File: src/rtl/opl_seq_pkg.sv
// Shared types and helpers for the multi-chip OPL write sequencer.
package opl_seq_pkg;

   typedef enum logic [2:0] {
      ST_IDLE,
      ST_ADDR_STB,
      ST_ADDR_HOLD,
      ST_DATA_STB,
      ST_DATA_HOLD,
      ST_RECOVER
   } seq_state_t;

   localparam logic [1:0] SEL_INDEX = 2'd0;
   localparam logic [1:0] SEL_DATA  = 2'd1;
   localparam logic [1:0] SEL_FLUSH = 2'd2;

   // chan is sized for the largest supported chip count (4)
   typedef struct packed {
      logic [1:0] chan;
      logic [7:0] index;
      logic [7:0] data;
   } entry_t;

   function automatic int chan_w(input int n);
      return (n <= 2) ? 1 : $clog2(n);
   endfunction

   function automatic int max4(input int a, input int b, input int c, input int d);
      int m;
      m = a;
      if (b > m) m = b;
      if (c > m) m = c;
      if (d > m) m = d;
      return m;
   endfunction

endpackage

File: src/rtl/opl_write_sequencer_if.sv
// Decoded-bus input and chip-side output bundle of the OPL write sequencer.
interface opl_write_sequencer_if
   import opl_seq_pkg::*;
#(
   parameter int CHANNELS   = 2,
   parameter int DEPTH_LOG2 = 8
);
   localparam int CW = chan_w(CHANNELS);

   logic                  bus_valid;
   logic [1:0]            bus_sel;
   logic [CW-1:0]         bus_chan;
   logic [7:0]            bus_data;

   logic [CHANNELS-1:0]   hw_cs_n;
   logic                  hw_wr_n;
   logic                  hw_a0;
   logic [7:0]            hw_din;
   logic [DEPTH_LOG2:0]   level;
   logic                  overflow;
   logic                  busy;

   modport master (
      output bus_valid, bus_sel, bus_chan, bus_data,
      input  hw_cs_n, hw_wr_n, hw_a0, hw_din, level, overflow, busy
   );

   modport slave (
      input  bus_valid, bus_sel, bus_chan, bus_data,
      output hw_cs_n, hw_wr_n, hw_a0, hw_din, level, overflow, busy
   );

endinterface

File: src/rtl/sync_fifo.sv
// Single-clock FIFO with occupancy count, synchronous clear and pop-while-full push.
module sync_fifo #(
   parameter int WIDTH      = 8,
   parameter int DEPTH_LOG2 = 4
) (
   input  logic                  clk,
   input  logic                  rst,
   input  logic                  clr,
   input  logic                  push,
   input  logic                  pop,
   input  logic [WIDTH-1:0]      wr_data,
   output logic [WIDTH-1:0]      rd_data,
   output logic [DEPTH_LOG2:0]   level,
   output logic                  full,
   output logic                  empty
);
   localparam int DEPTH = 2 ** DEPTH_LOG2;
   localparam logic [DEPTH_LOG2-1:0] PTR_ONE = 1;
   localparam logic [DEPTH_LOG2:0]   LVL_ONE = 1;
   localparam logic [DEPTH_LOG2:0]   LVL_FULL = DEPTH;

   logic [WIDTH-1:0]      mem [DEPTH];
   logic [DEPTH_LOG2-1:0] wr_ptr;
   logic [DEPTH_LOG2-1:0] rd_ptr;
   logic                  do_push;
   logic                  do_pop;

   assign full    = (level == LVL_FULL);
   assign empty   = (level == '0);
   assign do_pop  = pop && !empty;
   // a full FIFO still accepts a push when the head leaves in the same cycle
   assign do_push = push && (!full || do_pop);
   assign rd_data = mem[rd_ptr];

   always_ff @(posedge clk) begin
      if (do_push && !clr)
         mem[wr_ptr] <= wr_data;
   end

   always_ff @(posedge clk) begin
      if (rst || clr) begin
         wr_ptr <= '0;
         rd_ptr <= '0;
         level  <= '0;
      end else begin
         if (do_push)
            wr_ptr <= wr_ptr + PTR_ONE;
         if (do_pop)
            rd_ptr <= rd_ptr + PTR_ONE;
         if (do_push && !do_pop)
            level <= level + LVL_ONE;
         else if (!do_push && do_pop)
            level <= level - LVL_ONE;
      end
   end

endmodule

File: src/rtl/opl_write_sequencer.sv
// Buffers decoded PIX register writes and replays them to up to four OPL chips
// with programmable strobe, address-hold, data-hold and recovery timing.
//
// state      | meaning
// -----------+----------------------------------------------------
// IDLE       | waiting for a queued entry; pops the head when present
// ADDR_STB   | cs/a0=0/index driven, wr_n low for PULSE cycles
// ADDR_HOLD  | wr_n high, index held for ADDR_WAIT cycles
// DATA_STB   | a0=1/data driven, wr_n low for PULSE cycles
// DATA_HOLD  | wr_n high, data held for DATA_WAIT cycles
// RECOVER    | chip deselected for POST_WAIT cycles
module opl_write_sequencer
   import opl_seq_pkg::*;
#(
   parameter int DEPTH_LOG2 = 8,
   parameter int CHANNELS   = 2,
   parameter int PULSE      = 1,
   parameter int ADDR_WAIT  = 12,
   parameter int DATA_WAIT  = 30,
   parameter int POST_WAIT  = 200
) (
   input logic                    clk,
   input logic                    rst,
   opl_write_sequencer_if.slave   bus
);
   localparam int CW    = chan_w(CHANNELS);
   localparam int CNT_W = $clog2(max4(PULSE, ADDR_WAIT, DATA_WAIT, POST_WAIT)) + 1;
   localparam int EW    = $bits(entry_t);

   localparam logic [CNT_W-1:0] LD_PULSE = CNT_W'(PULSE - 1);
   localparam logic [CNT_W-1:0] LD_ADDR  = CNT_W'(ADDR_WAIT - 1);
   localparam logic [CNT_W-1:0] LD_DATA  = CNT_W'(DATA_WAIT - 1);
   localparam logic [CNT_W-1:0] LD_POST  = CNT_W'(POST_WAIT - 1);
   localparam logic [CNT_W-1:0] CNT_ONE  = 1;

   seq_state_t            state;
   logic [CNT_W-1:0]      cnt;
   logic [7:0]            index_q [2**CW];
   logic [7:0]            data_q;
   logic [CHANNELS-1:0]   cs_n_q;
   logic                  wr_n_q;
   logic                  a0_q;
   logic [7:0]            din_q;
   logic                  ovf_q;

   logic [2:0]            chan_ext;
   logic                  chan_ok;
   logic                  is_index;
   logic                  is_data;
   logic                  is_flush;
   logic                  pop;
   entry_t                push_entry;
   entry_t                head;
   logic [EW-1:0]         fifo_rd;
   logic [DEPTH_LOG2:0]   fifo_level;
   logic                  fifo_full;
   logic                  fifo_empty;
   logic [3:0]            chan_mask;

   assign chan_ext   = 3'(bus.bus_chan);
   assign chan_ok    = (chan_ext < 3'(CHANNELS));
   assign is_index   = bus.bus_valid && (bus.bus_sel == SEL_INDEX) && chan_ok;
   assign is_data    = bus.bus_valid && (bus.bus_sel == SEL_DATA) && chan_ok;
   assign is_flush   = bus.bus_valid && (bus.bus_sel == SEL_FLUSH);
   assign pop        = (state == ST_IDLE) && !fifo_empty && !is_flush;

   assign push_entry = '{chan: 2'(bus.bus_chan), index: index_q[bus.bus_chan], data: bus.bus_data};
   assign head       = entry_t'(fifo_rd);
   assign chan_mask  = 4'b0001 << head.chan;

   sync_fifo #(
      .WIDTH      (EW),
      .DEPTH_LOG2 (DEPTH_LOG2)
   ) u_fifo (
      .clk     (clk),
      .rst     (rst),
      .clr     (is_flush),
      .push    (is_data),
      .pop     (pop),
      .wr_data (push_entry),
      .rd_data (fifo_rd),
      .level   (fifo_level),
      .full    (fifo_full),
      .empty   (fifo_empty)
   );

   // index registers survive a flush; only reset clears them
   always_ff @(posedge clk) begin
      if (rst) begin
         for (int i = 0; i < 2**CW; i++)
            index_q[i] <= '0;
      end else if (is_index) begin
         index_q[bus.bus_chan] <= bus.bus_data;
      end
   end

   always_ff @(posedge clk) begin
      if (rst || is_flush)
         ovf_q <= 1'b0;
      else if (is_data && fifo_full && !pop)
         ovf_q <= 1'b1;
   end

   always_ff @(posedge clk) begin
      if (rst || is_flush) begin
         state  <= ST_IDLE;
         cnt    <= '0;
         data_q <= '0;
         cs_n_q <= '1;
         wr_n_q <= 1'b1;
         a0_q   <= 1'b0;
         din_q  <= '0;
      end else begin
         unique case (state)
            ST_IDLE: begin
               if (!fifo_empty) begin
                  state  <= ST_ADDR_STB;
                  cnt    <= LD_PULSE;
                  data_q <= head.data;
                  cs_n_q <= ~chan_mask[CHANNELS-1:0];
                  a0_q   <= 1'b0;
                  din_q  <= head.index;
                  wr_n_q <= 1'b0;
               end
            end
            ST_ADDR_STB: begin
               if (cnt == '0) begin
                  state  <= ST_ADDR_HOLD;
                  cnt    <= LD_ADDR;
                  wr_n_q <= 1'b1;
               end else begin
                  cnt <= cnt - CNT_ONE;
               end
            end
            ST_ADDR_HOLD: begin
               if (cnt == '0) begin
                  state  <= ST_DATA_STB;
                  cnt    <= LD_PULSE;
                  a0_q   <= 1'b1;
                  din_q  <= data_q;
                  wr_n_q <= 1'b0;
               end else begin
                  cnt <= cnt - CNT_ONE;
               end
            end
            ST_DATA_STB: begin
               if (cnt == '0) begin
                  state  <= ST_DATA_HOLD;
                  cnt    <= LD_DATA;
                  wr_n_q <= 1'b1;
               end else begin
                  cnt <= cnt - CNT_ONE;
               end
            end
            ST_DATA_HOLD: begin
               if (cnt == '0) begin
                  state  <= ST_RECOVER;
                  cnt    <= LD_POST;
                  cs_n_q <= '1;
               end else begin
                  cnt <= cnt - CNT_ONE;
               end
            end
            ST_RECOVER: begin
               if (cnt == '0)
                  state <= ST_IDLE;
               else
                  cnt <= cnt - CNT_ONE;
            end
            default: begin
               state  <= ST_IDLE;
               cs_n_q <= '1;
               wr_n_q <= 1'b1;
            end
         endcase
      end
   end

   assign bus.hw_cs_n  = cs_n_q;
   assign bus.hw_wr_n  = wr_n_q;
   assign bus.hw_a0    = a0_q;
   assign bus.hw_din   = din_q;
   assign bus.level    = fifo_level;
   assign bus.overflow = ovf_q;
   assign bus.busy     = (fifo_level != '0) || (state != ST_IDLE);

endmodule

File: src/flat_wrapper.sv
// flat-port wrapper written by rule: the top's interface ports become plain ports
module opl_write_sequencer_flat import opl_seq_pkg::*;
#(
   parameter int DEPTH_LOG2 = 8,
   parameter int CHANNELS   = 2,
   parameter int PULSE      = 1,
   parameter int ADDR_WAIT  = 12,
   parameter int DATA_WAIT  = 30,
   parameter int POST_WAIT  = 200
)
  (clk, rst, bus_bus_valid, bus_bus_sel, bus_bus_chan, bus_bus_data, bus_hw_cs_n, bus_hw_wr_n, bus_hw_a0, bus_hw_din, bus_level, bus_overflow, bus_busy);
  opl_write_sequencer_if #(.CHANNELS(CHANNELS), .DEPTH_LOG2(DEPTH_LOG2)) bus_i ();
  input logic clk;
  input logic rst;
  input wire logic [$bits(bus_i.bus_valid)-1:0] bus_bus_valid;
  input wire logic [$bits(bus_i.bus_sel)-1:0] bus_bus_sel;
  input wire logic [$bits(bus_i.bus_chan)-1:0] bus_bus_chan;
  input wire logic [$bits(bus_i.bus_data)-1:0] bus_bus_data;
  output wire logic [$bits(bus_i.hw_cs_n)-1:0] bus_hw_cs_n;
  output wire logic [$bits(bus_i.hw_wr_n)-1:0] bus_hw_wr_n;
  output wire logic [$bits(bus_i.hw_a0)-1:0] bus_hw_a0;
  output wire logic [$bits(bus_i.hw_din)-1:0] bus_hw_din;
  output wire logic [$bits(bus_i.level)-1:0] bus_level;
  output wire logic [$bits(bus_i.overflow)-1:0] bus_overflow;
  output wire logic [$bits(bus_i.busy)-1:0] bus_busy;
  assign bus_i.bus_valid = bus_bus_valid;
  assign bus_i.bus_sel = bus_bus_sel;
  assign bus_i.bus_chan = bus_bus_chan;
  assign bus_i.bus_data = bus_bus_data;
  assign bus_hw_cs_n = bus_i.hw_cs_n;
  assign bus_hw_wr_n = bus_i.hw_wr_n;
  assign bus_hw_a0 = bus_i.hw_a0;
  assign bus_hw_din = bus_i.hw_din;
  assign bus_level = bus_i.level;
  assign bus_overflow = bus_i.overflow;
  assign bus_busy = bus_i.busy;
  opl_write_sequencer #(.DEPTH_LOG2(DEPTH_LOG2), .CHANNELS(CHANNELS), .PULSE(PULSE), .ADDR_WAIT(ADDR_WAIT), .DATA_WAIT(DATA_WAIT), .POST_WAIT(POST_WAIT)) u_core (.clk(clk), .rst(rst), .bus(bus_i));
endmodule
File: config.mk
export PLATFORM = sky130hd
export DESIGN_NAME = opl_write_sequencer_flat
export DESIGN_NICKNAME = d
export VERILOG_FILES = /design/src/rtl/opl_seq_pkg.sv /design/src/rtl/opl_write_sequencer_if.sv /design/src/rtl/sync_fifo.sv /design/src/rtl/opl_write_sequencer.sv /design/src/flat_wrapper.sv
export SDC_FILE = /design/constraint.sdc
export NUM_CORES = 2
export LEC_CHECK = 0
export CAP_MARGIN = 20
export CORE_ASPECT_RATIO = 1.1
export CORE_MARGIN = 3
export CORE_UTILIZATION = 55
export DETAILED_ROUTE_END_ITERATION = 16
export MAX_ROUTING_LAYER = met4
export PLACE_DENSITY = 0.73
export SLEW_MARGIN = 20
export SYNTH_ARGS = -nofsm -noshare
export SYNTH_HDL_FRONTEND = slang
export SYNTH_MEMORY_MAX_BITS = 65536
export SYNTH_SLANG_ARGS = --single-unit
File: constraint.sdc
create_clock -name clk -period 4 [get_ports clk]
set_input_delay 0.4 -clock clk [delete_from_list [all_inputs] [get_ports clk]]
set_output_delay 0.4 -clock clk [all_outputs]
set_load 0.01 [all_outputs]
After elaboration in Yosys (flattened, before gate mapping)
Memories as Yosys holds them, arrays and structs flattened. A register that Yosys moved wholly into a read port is not among the register bits.
Index checks and enable logic that the tools add are counted.
{"block": "op_classes", "add_sub_neg": 5, "n_shift": 1, "bitwise": 4, "eq_ne": 16, "muxes": 39, "reduce_logical": 42, "magnitude_cmp": 1}
{"cell": "$mux W9", "n": 8}
{"cell": "$pmux W9 S6", "n": 1}
{"cell": "$mux W8", "n": 5}
{"cell": "$logic_not A9 Y1", "n": 2}
{"cell": "$mux W3", "n": 6}
{"cell": "$pmux W3 S6", "n": 1}
{"cell": "$sub A9 B1 Y9 const B", "n": 2}
{"cell": "$add A8 B1 Y8 const B", "n": 2}
{"cell": "$pmux W8 S2", "n": 1}
{"cell": "$logic_and A1 B1 Y1", "n": 14}
{"cell": "$mux W1", "n": 12}
{"cell": "$ne A2 B1 Y1 const B", "n": 6}
{"cell": "$add A9 B1 Y9 const B", "n": 1}
{"cell": "$eq A9 B9 Y1 const B", "n": 1}
{"cell": "$reduce_and A3 Y1", "n": 3}
{"cell": "$reduce_bool A9 Y1", "n": 1}
{"cell": "$reduce_or A8 Y1", "n": 1}
{"cell": "$eq A3 B2 Y1 const B", "n": 2}
{"cell": "$eq A3 B3 Y1 const B", "n": 2}
{"cell": "$logic_not A1 Y1", "n": 6}
{"cell": "$pmux W2 S3", "n": 1}
{"cell": "$reduce_and A6 Y1", "n": 1}
{"cell": "$reduce_bool A6 Y1", "n": 1}
{"cell": "$mux W2", "n": 2}
{"cell": "19 further kinds", "n": 26}
{"block": "word_totals", "in_bits": 14, "out_inout_bits": 23, "n_memories": 2, "elab_cells": 121, "ram_bits": 4368, "regBits": 58}
{"name": "u_core.u_fifo.mem", "depth": 256, "width": 17, "read_ports": 1, "rd_clocked_by_memory_dff": 1, "wr": 1, "line_no": "sync_fifo.sv:22", "text": "logic [WIDTH-1:0] mem [DEPTH];"}
{"name": "u_core.index_q", "depth": 2, "width": 8, "read_ports": 1, "rd_clocked_by_memory_dff": 0, "wr": 2, "line_no": "opl_write_sequencer.sv:38", "text": "logic [7:0] index_q [2**CW];"}

Longest topological paths before layout
{"block": "depth", "word_depth": 11, "depth_mapped": 15, "depth_no_buf": 14}

Hierarchy
A second synthesis with hierarchy kept.
{"block": "hier_totals", "cells_unflattened": 8466, "hier_area_um2": 179767.4}
{"module": "sync_fifo", "area_each_um2": 177245.0, "seq_area_each_um2": 139033.3, "cells_each": 8199, "instances": 1}
{"module": "opl_write_sequencer", "area_each_um2": 2522.4, "seq_area_each_um2": 1141.1, "cells_each": 267, "instances": 1}

Least setup slack after synthesis
Ideal clock, no wire load.
{"block": "synth_path", "kind": "register -> register", "start": "register u_core.u_fifo.level[0]", "end": "register u_core.u_fifo.level[8]", "path_slack_ns": 0.012, "arrival_ns": 3.917, "path_stages_with_launch": 15, "n_path_buf": 0, "synth_period_minus_slack_ns": 3.988, "cell_sequence": "dfxtp_1 -> or4_1 -> o31ai_1 -> nor2_1 -> inv_1 -> ha_1 -> inv_1 -> fa_1 -> a21o_1 -> a21oi_1 -> o21bai_1 -> a2111o_1 -> a31o_2 -> a21oi_1 -> mux2i_1"}
{"block": "synth_between", "elab_chain_cells": 10, "word_cells_on_any_way": 18, "classes_between": "add/sub (2); eq/ne (1); mux (2); reduce/logical (13)"}
{"item": "start: declaration", "line_no": "sync_fifo.sv:13", "text": "output logic [DEPTH_LOG2:0] level,"}
{"item": "start signal: assignment", "line_no": "sync_fifo.sv:51", "text": "level <= level + LVL_ONE;"}
{"item": "start signal: assignment", "line_no": "sync_fifo.sv:53", "text": "level <= level - LVL_ONE;"}
{"item": "parallel branches: the longest is 10 deep, another holds $sub A9 B1 Y9"}
Parallel ways; which one is timed is not known. The select of a mux whose other input is x is not followed.
A chain may end at the register's enable or synchronous reset.

==> summary.txt <==
Clock tree
  – H-tree depth: 5
  – CTS max path bufs: 4
  – Clock tree from TritonCTS: done
  – Postcts setup bufs: 0
  – Clock Root Buffer: clkbuf_16
  – Worst-path clk slew: 0.07 ns
  – Worst-Skew Late Latency: 0.97 ns
  – CTS buffer count: 411
  – CTS Sinks: 4434

GRT
  – Vias in the first global route: 87200
  – Global route total overflow: 0
  – Global-route wire length before repair: 661 mm
  – Total track usage: 0.305
  – Initial antenna violation count: 27
  – Largest net degree at the start of global routing: 136

Logic synthesis
  – Top cells by count, synth: edfxtp_1 (4368), mux4_2 (1046), nor2_1 (384)
  – Yosys warns: 0
  – Area leader, netlist: edfxtp_1
  – Async S/R FF share, synth: 0
  – Cell Area, Synth: 0.171 sq mm
  – Synth Area in XOR/XNOR: 0.00118
  – Synth top area share: 0.769
  – Adder-Cell Fraction of Synth Area: 0.00114
  – Syn avg cell area: 21.9 sq um
  – Most numerous cell in the Yosys netlist: edfxtp_1
  – Number of synthesized flops with an enable pin: 4368
  – Distinct cell type count after synthesis: 75
  – Largest family of logic cells by synthesized area: multiplexers
  – Main synth FF type: edfxtp_1
  – Syn Inst Count: 7781
  – Synth Area in Compound Gates: 0.0308
  – Multiplexer share of the synthesized area: 0.154
  – Seq/Total Area, Yosys: 0.777
  – Top post-synthesis cells by area: edfxtp_1 (77%), mux4_2 (14%), mux2i_1 (1.5%), nor2_1 (0.85%), dfxtp_1 (0.77%)
  – Synth Area in Simple Gates: 0.0214
  – Post-Syn Nets: 7810
  – Synth Register Bits: 4434

STA
  – Actual slew at the worst max-slew pin: 1.22 ns
  – RSZ-0062 raised after global routing: no
  – Final Setup Violations: 0
  – Clk_skew: 0.0819 ns
  – Fmax: 252 MHz
  – Relative slew slack: 0.189
  – Tmin final: 3.97 ns
  – Hold Vio Cnt, Final: 0
  – Final Cycle Share: 0.992
  – Max-slew violations: 0

Floorplan
  – Die X: 537 um
  – IO Pins: 37
  – Starting Density: 0.555
  – Die area: 0.317 sq mm
  – Core Area: 0.307 sq mm
  – Die height: 590 um
  – FP Rows: 213

Drt
  – Post-detailed-route wirelength per cell: 36.0 um
  – # DRC: 0
  – Initial DRC Count: 14500
  – Vias: 88600
  – Final wirelength: 467 mm
  – DRT Pass-1 Iters: 8
  – Vias per cell: 6.82
  – Final ANT Viol Nets: 0

Hold path
  – WHS Path Cells: 1
  – Hold_sp: bus_bus_data[2]
  – Hold EP: u_core.u_fifo.mem[104][2]
  – Worst min path class: primary input to flop

Placed design
  – Post-DP HPWL: 288 mm
  – I/O Buffers: 36
  – Routability congestion estimate: 0.945
  – Placed instance count: 12200

Cells and area
  – Syn-to-layout area delta: 14.2%
  – Multi-input logic area: 0.0361 sq mm
  – Finished Layout Cells: 13000
  – Register Area: 0.133 sq mm
  – Nets: 8579
  – Finished Core Util: 0.634
  – Fillcell total: 19600
  – Layout cells sized above 1: 0.289

Power and ir drop
  – Switching Share: 0.259
  – Pleak: 60.5 nW
  – Seq pwr share: 0.462
  – Sw power: 0.0291 W
  – Combinational Power Share: 0.192
  – Power Density: 576 mW/mm^2
  – VDD IR-drop max: 455 uV
  – Cell Int Power: 0.0831 W
  – Clock Power Share: 0.346

Worst setup path
  – Worst flop-to-flop path endpoint: u_core.bus.hw_cs_n[1]
  – Depth of the most critical reg-to-reg path: 8
  – Worst EP arrival: 4.80 ns
  – Crit path max fanout: 34
  – Worst endpoint required time: 4.83 ns
  – CP Launch Type: flop
  – Critical path type: flop to flop
  – R2r setup slk: 0.03 ns
  – Crit. End Element: flop

Run status
  – Status: finished, final reports clean

Run
  – # Max-Cap Violations: 0
## stage by stage
step / TNS [ns] / hold WS (ns) / power (W) / setup WS (ns) / area (sq um)
6_report: 0 / 0.0143 / 0.112 / 0.0303 / 195000
2_1_floorplan: 0 / 0.444 / 0.0666 / 0.0117 / 171000
4_1_cts: 0 / 0.0174 / 0.112 / 0.0944 / 195000
3_3_place_gp: -0.00401 / 0.455 / 0.0738 / -0.00401 / 181000
5_1_grt: 0 / 0.0254 / 0.115 / 0.0769 / 195000
3_5_place_dp: 0 / 0.471 / 0.0741 / 0.109 / 181000
## layout make-up
cell class	count	area share
clock buffer	487	0.0553
multi-input combinational	2877	0.185
inverter	19	0.000405
antenna	26	0.000334
timing repair buffer	807	0.0394
sequential	4434	0.681
clock inverter	249	0.0124
tap	4085	0.0263
## worst max-delay path by stage
stage / start / to / cells after the start
finish: flop / u_core.bus.hw_cs_n[1] / 8
global route: flop / u_core.bus.hw_cs_n[1] / 8
CTS: flop / u_core.data_q[0] / 12
detailed placement: flop / u_core.data_q[0] / 12
global placement: bus_bus_sel[1] / u_core.u_fifo.level[8] / 14
floorplan: u_core.u_fifo.level[0] / u_core.u_fifo.level[8] / 14
## cell usage in the layout (no fill, tap or decap), types with 13 or more instances in the layout
cell type and n:
a211oi_1 42, nor2b_1 40, o211ai_1 14, a21oi_1 91
nand4_1 22, a2111oi_0 19, buf_4 649, nand3_1 35
buf_12 116, ha_1 14, xor2_1 14, clkinv_2 83
a221oi_1 53, nor4_1 14, bufinv_16 43, dfxtp_1 59
clkinvlp_4 20, o221ai_1 69, nand2_1 144, nor2_2 93
o21ai_0 54, and2_1 22, o22ai_1 105, mux2i_1 249
clkinv_1 84, edfxtp_1 4368, clkbuf_1 65, clkbuf_16 419
nor2_1 289, o2111ai_1 15, clkdlybuf4s50_1 27, nor3_1 52
mux4_2 1046, diode_2 26, inv_1 17, a22oi_1 119
mux2_2 13, a22o_1 62
## registers in the layout, indices dropped and copies added, names as in the netlist, named ones only
| register | flops |
|---|---|
| u_core.state | 3 |
| u_core.index_q | 16 |
| u_core.bus.hw_cs_n | 2 |
| u_core.bus.hw_din | 8 |
| u_core.u_fifo.rd_ptr | 8 |
| u_core.data_q | 8 |
| u_core.cnt | 9 |
| u_core.bus.hw_wr_n | 1 |
| u_core.bus.overflow | 1 |
| u_core.u_fifo.wr_ptr | 8 |
| u_core.bus.hw_a0 | 1 |
| u_core.u_fifo.level | 9 |
| u_core.u_fifo.mem | 4352 |
## cell families (layout without fill, tap and decap cells)
kind of cell               Yosys count  count (layout)
and+or+nand+nor                    801             801
xor gates and xnor gates            23              23
other                                0              26
DFF                               4434            4434
muxes                             1316            1316
buffers and inverters              470            1562
adders and majority gates           15              15
AOI/OAI and AO/OA                  722             722
## routing by layer
layer / up-vias / track usage / wire [um] / share of wire
li1: 34500 / - / - / -
met1: 46400 / 0.400 / 162000 / 0.35
met2: 6641 / 0.461 / 224000 / 0.48
met3: 1066 / 0.0667 / 54500 / 0.12
met4: 0 / 0.142 / 26100 / 0.056
met5: - / - / 0 / 0
## power groups by stage
stage | combinational [W] | clock [W] | sequential [W]
after global routing | 0.0225 | 0.0408 | 0.0518
after CTS | 0.0215 | 0.0391 | 0.0518
after floorplan | 0.0139 | 0 | 0.0527
after detailed placement | 0.0213 | 0 | 0.0528
final | 0.0216 | 0.0388 | 0.0518
after global placement | 0.0210 | 0 | 0.0528
## critical path, stage by stage (launching register included)
cell and delay, ns:
dfxtp_4 0.86, and2_4 0.77, buf_12 0.31, a22oi_1 0.12, nand2_1 0.30, a21oi_1 0.21
o211ai_1 0.47, nand4_1 0.35, o32a_1 0.37
## repair_timing
item | 4_1_cts | 5_1_grt
endpoints found under the setup margin | 0 | 1
hold endpoints to repair | 94 | 0
hold buffers | 5 | 0
resized for setup | 0 | 1
(Power assumes the default switching activity.)
